<file path="src/rtl/step_controller.sv">
// Run/step sequencer: turns debounced operator controls and a PC breakpoint into
// a per-cycle datapath clock enable (free run, single microcycle, single instruction).
module step_controller #(
    parameter int unsigned DEBOUNCE_CYCLES = 50000,
    parameter int unsigned ADDR_WIDTH      = 16
) (
    input  logic                  i_oszClk,
    input  logic                  i_reset,
    input  logic                  i_btnStep,
    input  logic                  i_swInstrNCycle,
    input  logic                  i_swStepNRun,
    input  logic                  i_swEnableBreakpoint,
    input  logic [ADDR_WIDTH-1:0] i_breakpointAddress,
    input  logic [ADDR_WIDTH-1:0] i_pc,
    input  logic                  i_instrDone,
    output logic                  o_cpuEnable,
    output logic                  o_halted,
    output logic                  o_breakHit
);

    localparam int unsigned NUM_IN = 4;
    localparam int unsigned CNT_W  = $clog2(DEBOUNCE_CYCLES + 1);

    localparam int unsigned IDX_STEP  = 0;
    localparam int unsigned IDX_INSTR = 1;
    localparam int unsigned IDX_SNR   = 2;
    localparam int unsigned IDX_BPEN  = 3;

    localparam logic [1:0] ST_HALT       = 2'd0;
    localparam logic [1:0] ST_RUN        = 2'd1;
    localparam logic [1:0] ST_STEP_CYCLE = 2'd2;
    localparam logic [1:0] ST_STEP_INSTR = 2'd3;

    logic [NUM_IN-1:0] raw;
    logic [NUM_IN-1:0] sync1_q, sync2_q;
    logic [NUM_IN-1:0] deb_q, deb_d;
    logic [CNT_W-1:0]  cnt_q [NUM_IN];
    logic [CNT_W-1:0]  cnt_d [NUM_IN];
    logic              btn_prev_q;
    logic [1:0]        state_q, state_d;
    logic              break_hit_q, break_hit_d;

    logic step_req;
    logic boundary;
    logic bp_match;

    assign raw = {i_swEnableBreakpoint, i_swStepNRun, i_swInstrNCycle, i_btnStep};

    // Counter restarts whenever the synchronised input agrees with the accepted value,
    // so only an uninterrupted run of DEBOUNCE_CYCLES disagreeing samples is accepted.
    always_comb begin
        deb_d = deb_q;
        for (int unsigned i = 0; i < NUM_IN; i++) begin
            cnt_d[i] = '0;
            if (sync2_q[i] != deb_q[i]) begin
                if (cnt_q[i] + 1'b1 == CNT_W'(DEBOUNCE_CYCLES)) begin
                    deb_d[i] = sync2_q[i];
                end else begin
                    cnt_d[i] = cnt_q[i] + 1'b1;
                end
            end
        end
    end

    assign step_req    = deb_q[IDX_STEP] & ~btn_prev_q;
    assign o_cpuEnable = (state_q != ST_HALT);
    assign o_halted    = (state_q == ST_HALT);
    assign o_breakHit  = break_hit_q;
    assign boundary    = o_cpuEnable & i_instrDone;
    assign bp_match    = deb_q[IDX_BPEN] & (i_pc == i_breakpointAddress);

    always_comb begin
        state_d     = state_q;
        break_hit_d = break_hit_q;
        if (step_req || !deb_q[IDX_BPEN]) begin
            break_hit_d = 1'b0;
        end
        case (state_q)
            ST_HALT: begin
                if (step_req) begin
                    state_d = deb_q[IDX_INSTR] ? ST_STEP_INSTR : ST_STEP_CYCLE;
                end else if (!deb_q[IDX_SNR] && !break_hit_q) begin
                    state_d = ST_RUN;
                end
            end
            ST_STEP_CYCLE: state_d = ST_HALT;
            ST_STEP_INSTR: begin
                if (boundary) begin
                    state_d = ST_HALT;
                end
            end
            ST_RUN: begin
                // Breakpoint wins over a pending step-mode stop; set overrides any clear.
                if (boundary && bp_match) begin
                    state_d     = ST_HALT;
                    break_hit_d = 1'b1;
                end else if (boundary && deb_q[IDX_SNR]) begin
                    state_d = ST_HALT;
                end
            end
            default: state_d = ST_HALT;
        endcase
    end

    always_ff @(posedge i_oszClk) begin
        if (i_reset) begin
            sync1_q     <= '0;
            sync2_q     <= '0;
            deb_q       <= '0;
            cnt_q       <= '{default: '0};
            btn_prev_q  <= 1'b0;
            state_q     <= ST_HALT;
            break_hit_q <= 1'b0;
        end else begin
            sync1_q     <= raw;
            sync2_q     <= sync1_q;
            deb_q       <= deb_d;
            cnt_q       <= cnt_d;
            btn_prev_q  <= deb_q[IDX_STEP];
            state_q     <= state_d;
            break_hit_q <= break_hit_d;
        end
    end

endmodule
</file>
<file path="config.mk">
export PLATFORM = sky130hd
export DESIGN_NAME = step_controller
export DESIGN_NICKNAME = d
export VERILOG_FILES = /design/src/rtl/step_controller.sv
export SDC_FILE = /design/constraint.sdc
export NUM_CORES = 1
export LEC_CHECK = 0
export ABC_AREA = 1
export BUFFER_PORTS_ARGS = -buffer_cell sky130_fd_sc_hd__clkbuf_2
export CORE_ASPECT_RATIO = 1.4
export CORE_MARGIN = 2
export CORE_UTILIZATION = 45
export DETAILED_ROUTE_END_ITERATION = 7
export MAX_ROUTING_LAYER = met4
export PLACE_DENSITY = 0.7
export SLEW_MARGIN = 10
export SYNTH_ARGS = -nofsm -noshare
export SYNTH_HDL_FRONTEND = slang
export SYNTH_SLANG_ARGS = --single-unit
</file>
<file path="constraint.sdc">
create_clock -name i_oszClk -period 5.1 [get_ports i_oszClk]
set_input_delay 0.255 -clock i_oszClk [delete_from_list [all_inputs] [get_ports i_oszClk]]
set_output_delay 0.255 -clock i_oszClk [all_outputs]
set_load 0.02 [all_outputs]
</file>
# Word level (Yosys, flattened, before mapping)
# Index checks and enable logic that the tools add are counted.
# op_classes
n_addsub	4
eq_ne	15
mux	10
bitwise	8
n_reduce_logical	18
# ops
op	count
$add 16x1->16 const B	4
$eq 16x16->1 const B	4
$eq 16x16->1	1
$reduce_or 3->1	4
$mux 2	5
$pmux 2 s4	1
$reduce_and 2->1	4
$not 1->1	5
$eq 2x2->1 const B	2
$mux 1	4
$ne 1x1->1	4
$and 1x1->1	3
$logic_and 1x1->1	3
$logic_not 1->1	3
$ne 3x1->1 const B	1
$ne 3x3->1 const B	1
$reduce_and 3->1	1
$eq 2x1->1 const B	1
$logic_not 2->1	1
$ne 2x2->1 const B	1
$reduce_bool 2->1	1
$logic_or 1x1->1	1
# totals
regBits	80
inputBits	39
out_inout_bits	3
elab_cells	68

# Logic depth before layout (Yosys ltp)
# Gate-level depths: netlist (run 1).
# depth
depth_word	6
depth_mapped	15
ltp_nobuf	15

# Worst setup path before layout (run 1)
# Ideal clock, no wire load.
# synth_timing
kind	reg-to-reg
start	register cnt_q[32] (netlist name)
end	register cnt_q[36] (netlist name)
setup_ns	0.119
t_arrival_ns	1.669
required_time_ns	4.981
path_slack_ns	3.311
path_stages_with_launch	13
n_path_buf	1
period_less_slack_ns	1.789
cell_sequence	dfxtp_1 -> ha_1 -> nand2_2 -> nor2_2 -> nand2_2 -> nor2_4 -> xor2_1 -> nand3_1 -> nor2_2 -> nand2_2 -> nand2_4 -> buf_6 -> nor2_1
# synth_via
elab_chain_cells	3
# synth_lines
element	line_no	rtl
start, declared	37	logic [CNT_W-1:0] cnt_q [NUM_IN];
start signal, assigned	118	cnt_q <= cnt_d;
$add 16x1->16 *	56, 59	
$eq 16x16->1	56	if (cnt_q[i] + 1'b1 == CNT_W'(DEBOUNCE_CYCLES)) begin
$reduce_or 3->1 (no line)	n/a	
# Mark *: on every way between the ends. The rest lies on a longest branch, timed or not.
# A chain may end at the register's enable or synchronous reset.

# Final worst setup path (run 1)
# layout_timing
start	register cnt_q[48] (netlist name)
end	register cnt_q[61] (netlist name)
# Same word-level chain as after synthesis.

==> results of run 1 <==
[logic make-up (layout without fill, tap and decap cells)]
kind of cell,count (synthesis),in the layout,synth area share
AO/OA/AOI/OAI,34,34,0.04500
XOR/XNOR,24,24,0.04815
adder cells (fa/ha/maj),5,5,0.01433
buffers and inverters,118,170,0.1083
flip-flops,80,80,0.3669
AND/OR/NAND/NOR,420,420,0.4173
[worst reg2reg max path: cells and delay by family, from the launching register on]
| family | cells | cell delay, ns |
|---|---|---|
| and+or+nand+nor | 8 | 1.29 |
| DFF | 1 | 0.37 |
| adders and majority gates | 1 | 0.21 |
| AOI/OAI and AO/OA | 1 | 0.06 |
[layer usage]
layer	vias up	wire length, um	global-route usage
li1	2176	-	-
met1	1791	3634	0.1840
met2	34	4603	0.3286
met3	19	163	0.03276
met4	0	248	0.08173
met5	-	0	-
[flip-flops by register name, indices dropped and copies added (netlist names)]
| register | count |
|---|---|
| sync2_q | 4 |
| btn_prev_q | 1 |
| state_q | 2 |
| deb_q | 4 |
| sync1_q | 4 |
| cnt_q | 64 |
| o_breakHit | 1 |
[stage by stage]
| stage | std cells | setup WS [ns] | total power, mW | hold WS [ns] |
|---|---|---|---|---|
| 2_1_floorplan | 681 | 3.311 | 0.6747 | 0.3241 |
| 3_3_place_gp | 827 | 3.069 | 0.6954 | 0.3927 |
| 3_5_place_dp | 827 | 3.041 | 0.6969 | 0.3948 |
| 4_1_cts | 843 | 3.031 | 1.291 | 0.09389 |
| 5_1_grt | 843 | 2.805 | 1.319 | 0.1186 |
| 6_report | 843 | 3.045 | 1.267 | 0.1095 |
[how the worst min path moves through the flow]
stage	slack [ns]	start	to
final	0.11	i_swStepNRun	sync1_q[2]
after global routing	0.12	i_swInstrNCycle	sync1_q[1]
after CTS	0.09	i_swStepNRun	sync1_q[2]
after detailed placement	0.39	sync1_q[3]	sync2_q[3]
after global placement	0.39	sync1_q[3]	sync2_q[3]
after floorplan	0.32	i_reset	state_q[1]
[area by class of cell]
type	count	area, um^2	area share
multi-input combinational	483	2291	0.4644
clock inverter	6	35.03	0.007101
inverter	113	424.2	0.08598
timing repair buffer	41	205.2	0.04159
tap	110	137.6	0.02790
sequential	80	1602	0.3246
clock buffer	10	239.0	0.04844
[power by group]
part	switching (mW)	leakage (nW)	total [mW]	internal, mW
combinational	0.0279	1.22	0.0506	0.0227
sequential	0.00258	0.646	0.632	0.630
clock	0.245	0.134	0.584	0.339
[cell usage after synthesis]
cell type	n	area, um^2
nand4_1	12	75.07
nor2_4	4	45.04
nand3_1	47	235.2
nor2_2	8	50.05
clkbuf_1	1	3.750
nand2_4	2	22.52
o21a_1	1	7.510
nor3_1	7	35.03
nand3_4	1	17.52
ha_1	5	62.56
o21bai_4	1	18.77
nand3b_1	7	52.55
dfxtp_1	80	1602
o22ai_1	2	12.51
nand2_1	177	664.4
a21oi_1	13	65.06
inv_1	113	424.2
or2_0	1	6.260
nor3b_1	2	15.01
o21bai_1	2	15.01
xor2_1	15	131.4
o21ai_0	13	65.06
nor2_1	142	533.0
xnor2_1	9	78.83
buf_6	4	45.04
nand2_2	8	50.05
o211ai_1	1	7.510
nand3_2	2	20.02
o21ai_1	1	5.000
==> results.sh, run 1 <==
export IMPL_synth_area_um2=4365
export IMPL_power_density_nw_per_um2=256.7
export IMPL_path_cells="ha_1 > nand3_1 > nor2_1 > nand3b_1 > nand2_1 > nand3_1 > nor2_1 > nand3_2 > nand2_4 > a21oi_1"
export IMPL_startpoint="cnt_q[48]"
export IMPL_maxSlewViolCount=0
export IMPL_layout_drive_gt1_share=0.1132
export IMPL_crit_reg2reg_launch="cnt_q[48]"
export IMPL_die_w_um=87.24
export IMPL_slowest_stage="dfxtp_1"
export IMPL_fillers=951
export IMPL_reg2reg_slack_ns=3.05
export IMPL_setup_worst_path_end="cnt_q[61]"
export IMPL_cts_buffer_depth=2
export IMPL_place_area_um2=4659
export IMPL_tritoncts="yes"
export IMPL_critPathArrivalTime_ns=2.27
export IMPL_fmax_ghz=0.4867
export IMPL_finalCritPeriodShare=0.4029
export IMPL_clk_latency_ns=0.33
export IMPL_rsz0062_at_grt="false"
export IMPL_cts_setup_buffers=0
export IMPL_worstSetupStartpointType="register"
export IMPL_syn_nets=725
export IMPL_grt_use_total=0.1808
export IMPL_tightest_slew_ns=0.4626
export IMPL_area_growth_pct=13.01
export IMPL_die_y_um=120.5
export IMPL_cp_num_cells=10
export IMPL_antenna_found_initial=0
export IMPL_ys_seq_area_frac=0.3669
export IMPL_hold_buffers=0
export IMPL_clockRootBuffer="clkbuf_16"
export IMPL_fin_nets=772
export IMPL_hold_path_depth=3
export IMPL_ioPinCount=42
export IMPL_crit_path_max_fanout=16
export IMPL_synth_cell_types=29
export IMPL_overflow=0
export IMPL_avgViaCountPerCell=4.769
export IMPL_final_cell_mix="nand2_1, nor2_1, inv_1, dfxtp_1, nand3_1"
export IMPL_hold_viol=0
export IMPL_core_area_um2=9459
export IMPL_utilization=0.5216
export IMPL_final_cell_area_um2=4933
export IMPL_first_global_vias=3863
export IMPL_fin_skew_ns=0.005495
export IMPL_p_leak_nw=1.998
export IMPL_diodes=0
export IMPL_drv_cap=0
export IMPL_tns_ns=0
export IMPL_crit_buf_inv=0
export IMPL_final_antenna_net_count=0
export IMPL_grt_pass1_wl_um=15150
export IMPL_grt_max_degree=17
export IMPL_status="finished clean"
export IMPL_synth_warnings=0
export IMPL_syn_instance_count=681
export IMPL_placement_io_buffers=41
export IMPL_drt_pass1_iterations=4
export IMPL_synth_avg_cell_area_um2=6.410
export IMPL_slowest_delay_ns=0.37
export IMPL_max_slew_margin=0.6884
export IMPL_wirelength_um=8649
export IMPL_dieArea_um2=10520
export IMPL_worst_ep_required_time_ns=5.31
export IMPL_cpLargestDelayFamily="simple AND/OR/NAND/NOR gates"
export IMPL_r2r_end="cnt_q[61]"
export IMPL_reg2regPathDepth=10
export IMPL_vias=4020
export IMPL_crit_type="reg2reg"
export IMPL_std_cell_rows=42
export IMPL_setup_viol=0
export IMPL_cts_clk_slew_worst_paths_ns=0.06
export IMPL_period_needed_ns=2.055
export IMPL_drt_iter0_drc=130
export IMPL_wl_per_cell_um=10.26
export IMPL_htreeDepth=3
export IMPL_cp_end_kind="register"
export IMPL_holdCritPathClass="in2reg"
export IMPL_ys_ff_latch=80
export IMPL_numCtsBuffers=9
export IMPL_layout_commonest_cell="nand2_1"
export IMPL_cts_resized=0
export IMPL_gp_congestion=0.8898
export IMPL_hpwl_um=6862
export IMPL_ir_drop_uv=197.6
export IMPL_drc=0
export IMPL_cts_sinks=80
export IMPL_start_util=0.4615
Note: power is estimated with default switching activity, not from simulation.
==> inputs of run 2 (changes only) <==
- clock period: 5.1 -> 2 ns (I/O delays scaled with it)
==> results.sh, run 2 (synthesis gave the netlist of run 1 again) <==
export IMPL_status="finished clean"
export IMPL_crit_path_max_fanout=7
export IMPL_max_slew_margin=0.5621
export IMPL_htreeDepth=3
export IMPL_drt_pass1_iterations=4
export IMPL_numCtsBuffers=9
export IMPL_setup_viol=0
export IMPL_finalCritPeriodShare=0.9311
export IMPL_die_w_um=87.24
export IMPL_core_area_um2=9459
export IMPL_fillers=878
export IMPL_maxSlewViolCount=0
export IMPL_cts_sinks=80
export IMPL_hpwl_um=6813
export IMPL_fin_nets=785
export IMPL_worstSetupStartpointType="register"
export IMPL_clk_latency_ns=0.34
export IMPL_final_antenna_net_count=0
export IMPL_overflow=0
export IMPL_cp_end_kind="register"
export IMPL_post_place_ws_ns=-0.07341
export IMPL_worst_ep_required_time_ns=2.23
export IMPL_grt_busiest_layer="met2"
export IMPL_drv_cap=0
export IMPL_grt_pass1_wl_um=15160
export IMPL_tns_ns=0
export IMPL_crit_type="reg2reg"
export IMPL_die_y_um=120.5
export IMPL_wirelength_um=9275
export IMPL_cts_buffer_depth=2
export IMPL_hold_ws_ns=0.1351
export IMPL_std_cell_rows=42
export IMPL_met2_usage=0.3243
export IMPL_largest_reg_flops=64
export IMPL_path_cells="nand2_1 > nor2_1 > nand3_1 > nor2_1 > nor2_1 > nor2_1 > nand2_1 > nor2_2 > nand2_4 > nand2_4 > nor2_1"
export IMPL_clockRootBuffer="clkbuf_16"
export IMPL_crit_buf_inv=0
export IMPL_diodes=0
export IMPL_place_inst=829
export IMPL_hold_viol=0
export IMPL_slowest_delay_ns=0.41
export IMPL_grtUsageMet1=0.1930
export IMPL_gp_congestion=0.8722
export IMPL_dieArea_um2=10520
export IMPL_finalWorstSetupSlack_ns=0.1378
export IMPL_first_global_vias=3793
export IMPL_area_growth_pct=20.58
export IMPL_power_density_nw_per_um2=675.4
export IMPL_critPathArrivalTime_ns=2.10
export IMPL_tightest_slew_ns=0.6569
export IMPL_grt_max_degree=17
export IMPL_tritoncts="yes"
export IMPL_ioPinCount=42
export IMPL_holdCritPathClass="in2reg"
export IMPL_final_cell_mix="nand2_1, nor2_1, inv_1, dfxtp_1, nand3_1"
export IMPL_grt_use_total=0.1829
export IMPL_layout_commonest_cell="nand2_1"
export IMPL_placement_io_buffers=41
export IMPL_drt_iter0_drc=190
export IMPL_period_needed_ns=1.862
export IMPL_p_leak_nw=2.122
export IMPL_seqCellArea_um2=1608
export IMPL_slowest_stage="dfxtp_1"
export IMPL_wl_per_cell_um=10.84
export IMPL_fmax_ghz=0.5370
export IMPL_avgViaCountPerCell=4.828
export IMPL_top_register="cnt_q"
export IMPL_antenna_found_initial=0
export IMPL_fin_skew_ns=0.004909
export IMPL_drc=0
export IMPL_cts_clk_slew_worst_paths_ns=0.06
export IMPL_start_util=0.4615
export IMPL_ir_drop_uv=476.2
export IMPL_vias=4133
export IMPL_layout_drive_gt1_share=0.1609
export IMPL_multi_input_area_um2=2461
export IMPL_grtUsageMet3=0.03276
export IMPL_cpMostUsedCell="nor2_1"
export IMPL_cpLargestDelayFamily="simple AND/OR/NAND/NOR gates"
export IMPL_fin_cells=856
## run 2: cell count changes in the layout (fill, tap and decap cells not counted), sizes merged
cell	previous run	this run
buf	0	6
clkinv	4	0
dlygate4sd3	0	4
bufinv	0	2
nand2	187	189
clkinvlp	2	3
inv	113	114
nand3	50	51
## run 2: worst paths after layout
check | endpoint | slack, ns | start | cells after the start
worst max-delay path | cnt_q[32] | 0.14 | cnt_q[40] | 11
worst min-delay path | sync1_q[3] | 0.14 | i_reset | 3
worst max register to register | cnt_q[32] | 0.14 | cnt_q[40] | 11
worst min register to register | sync2_q[1] | 0.40 | sync1_q[1] | 2
## run 2: through the flow
stage	cell area [um^2]	total power [mW]	utilization
after detailed placement	4674	1.778	0.4942
after floorplan	4365	1.721	-
after CTS	5047	3.586	0.5336
final	5264	3.555	0.5565
after global routing	5264	3.683	0.5565
after global placement	4674	1.775	0.4942
## run 2: layer usage
| layer | wire length, um | up-vias |
|---|---|---|
| met5 | 0 | - |
| met4 | 190 | 0 |
| met3 | 228 | 13 |
| met2 | 5043 | 47 |
| met1 | 3813 | 1861 |
| li1 | - | 2212 |
## run 2: where the power goes
| group | total [mW] | leakage [nW] | switching, mW | internal [mW] |
|---|---|---|---|---|
| Combinational | 0.146 | 1.32 | 0.0773 | 0.0683 |
| Clock | 1.80 | 0.151 | 0.667 | 1.13 |
| Sequential | 1.61 | 0.649 | 0.00686 | 1.61 |
| Total | 3.56 | 2.12 | 0.751 | 2.80 |
## run 2: area by class of cell
class                           count  area share
Multi-Input combinational cell    486      0.4676
Sequential cell                    80      0.3054
Inverter                          113     0.08058
Timing Repair Buffer               51     0.05752
Tap cell                          110     0.02615
Clock buffer                       10     0.04540
Clock inverter                      6     0.01735
## run 2: worst reg2reg max path, stage by stage, from the launching register on
cell and delay [ns]:
dfxtp_1 0.41, nand2_1 0.10, nor2_1 0.19, nand3_1 0.13, nor2_1 0.12, nor2_1 0.05, nor2_1 0.15, nand2_1 0.10
nor2_2 0.21, nand2_4 0.13, nand2_4 0.13, nor2_1 0.05
## run 2: timing repair
| item | in CTS | in global routing |
|---|---|---|
| setup endpoints to repair | 16 | 66 |
| buffers inserted | 0 | 4 |
| cloned | 0 | 3 |
| pin swaps | 0 | 11 |
| gates resized for setup | 1 | 40 |
| endpoints found under the hold margin | 4 | 0 |
| hold buffers | 4 | 0 |
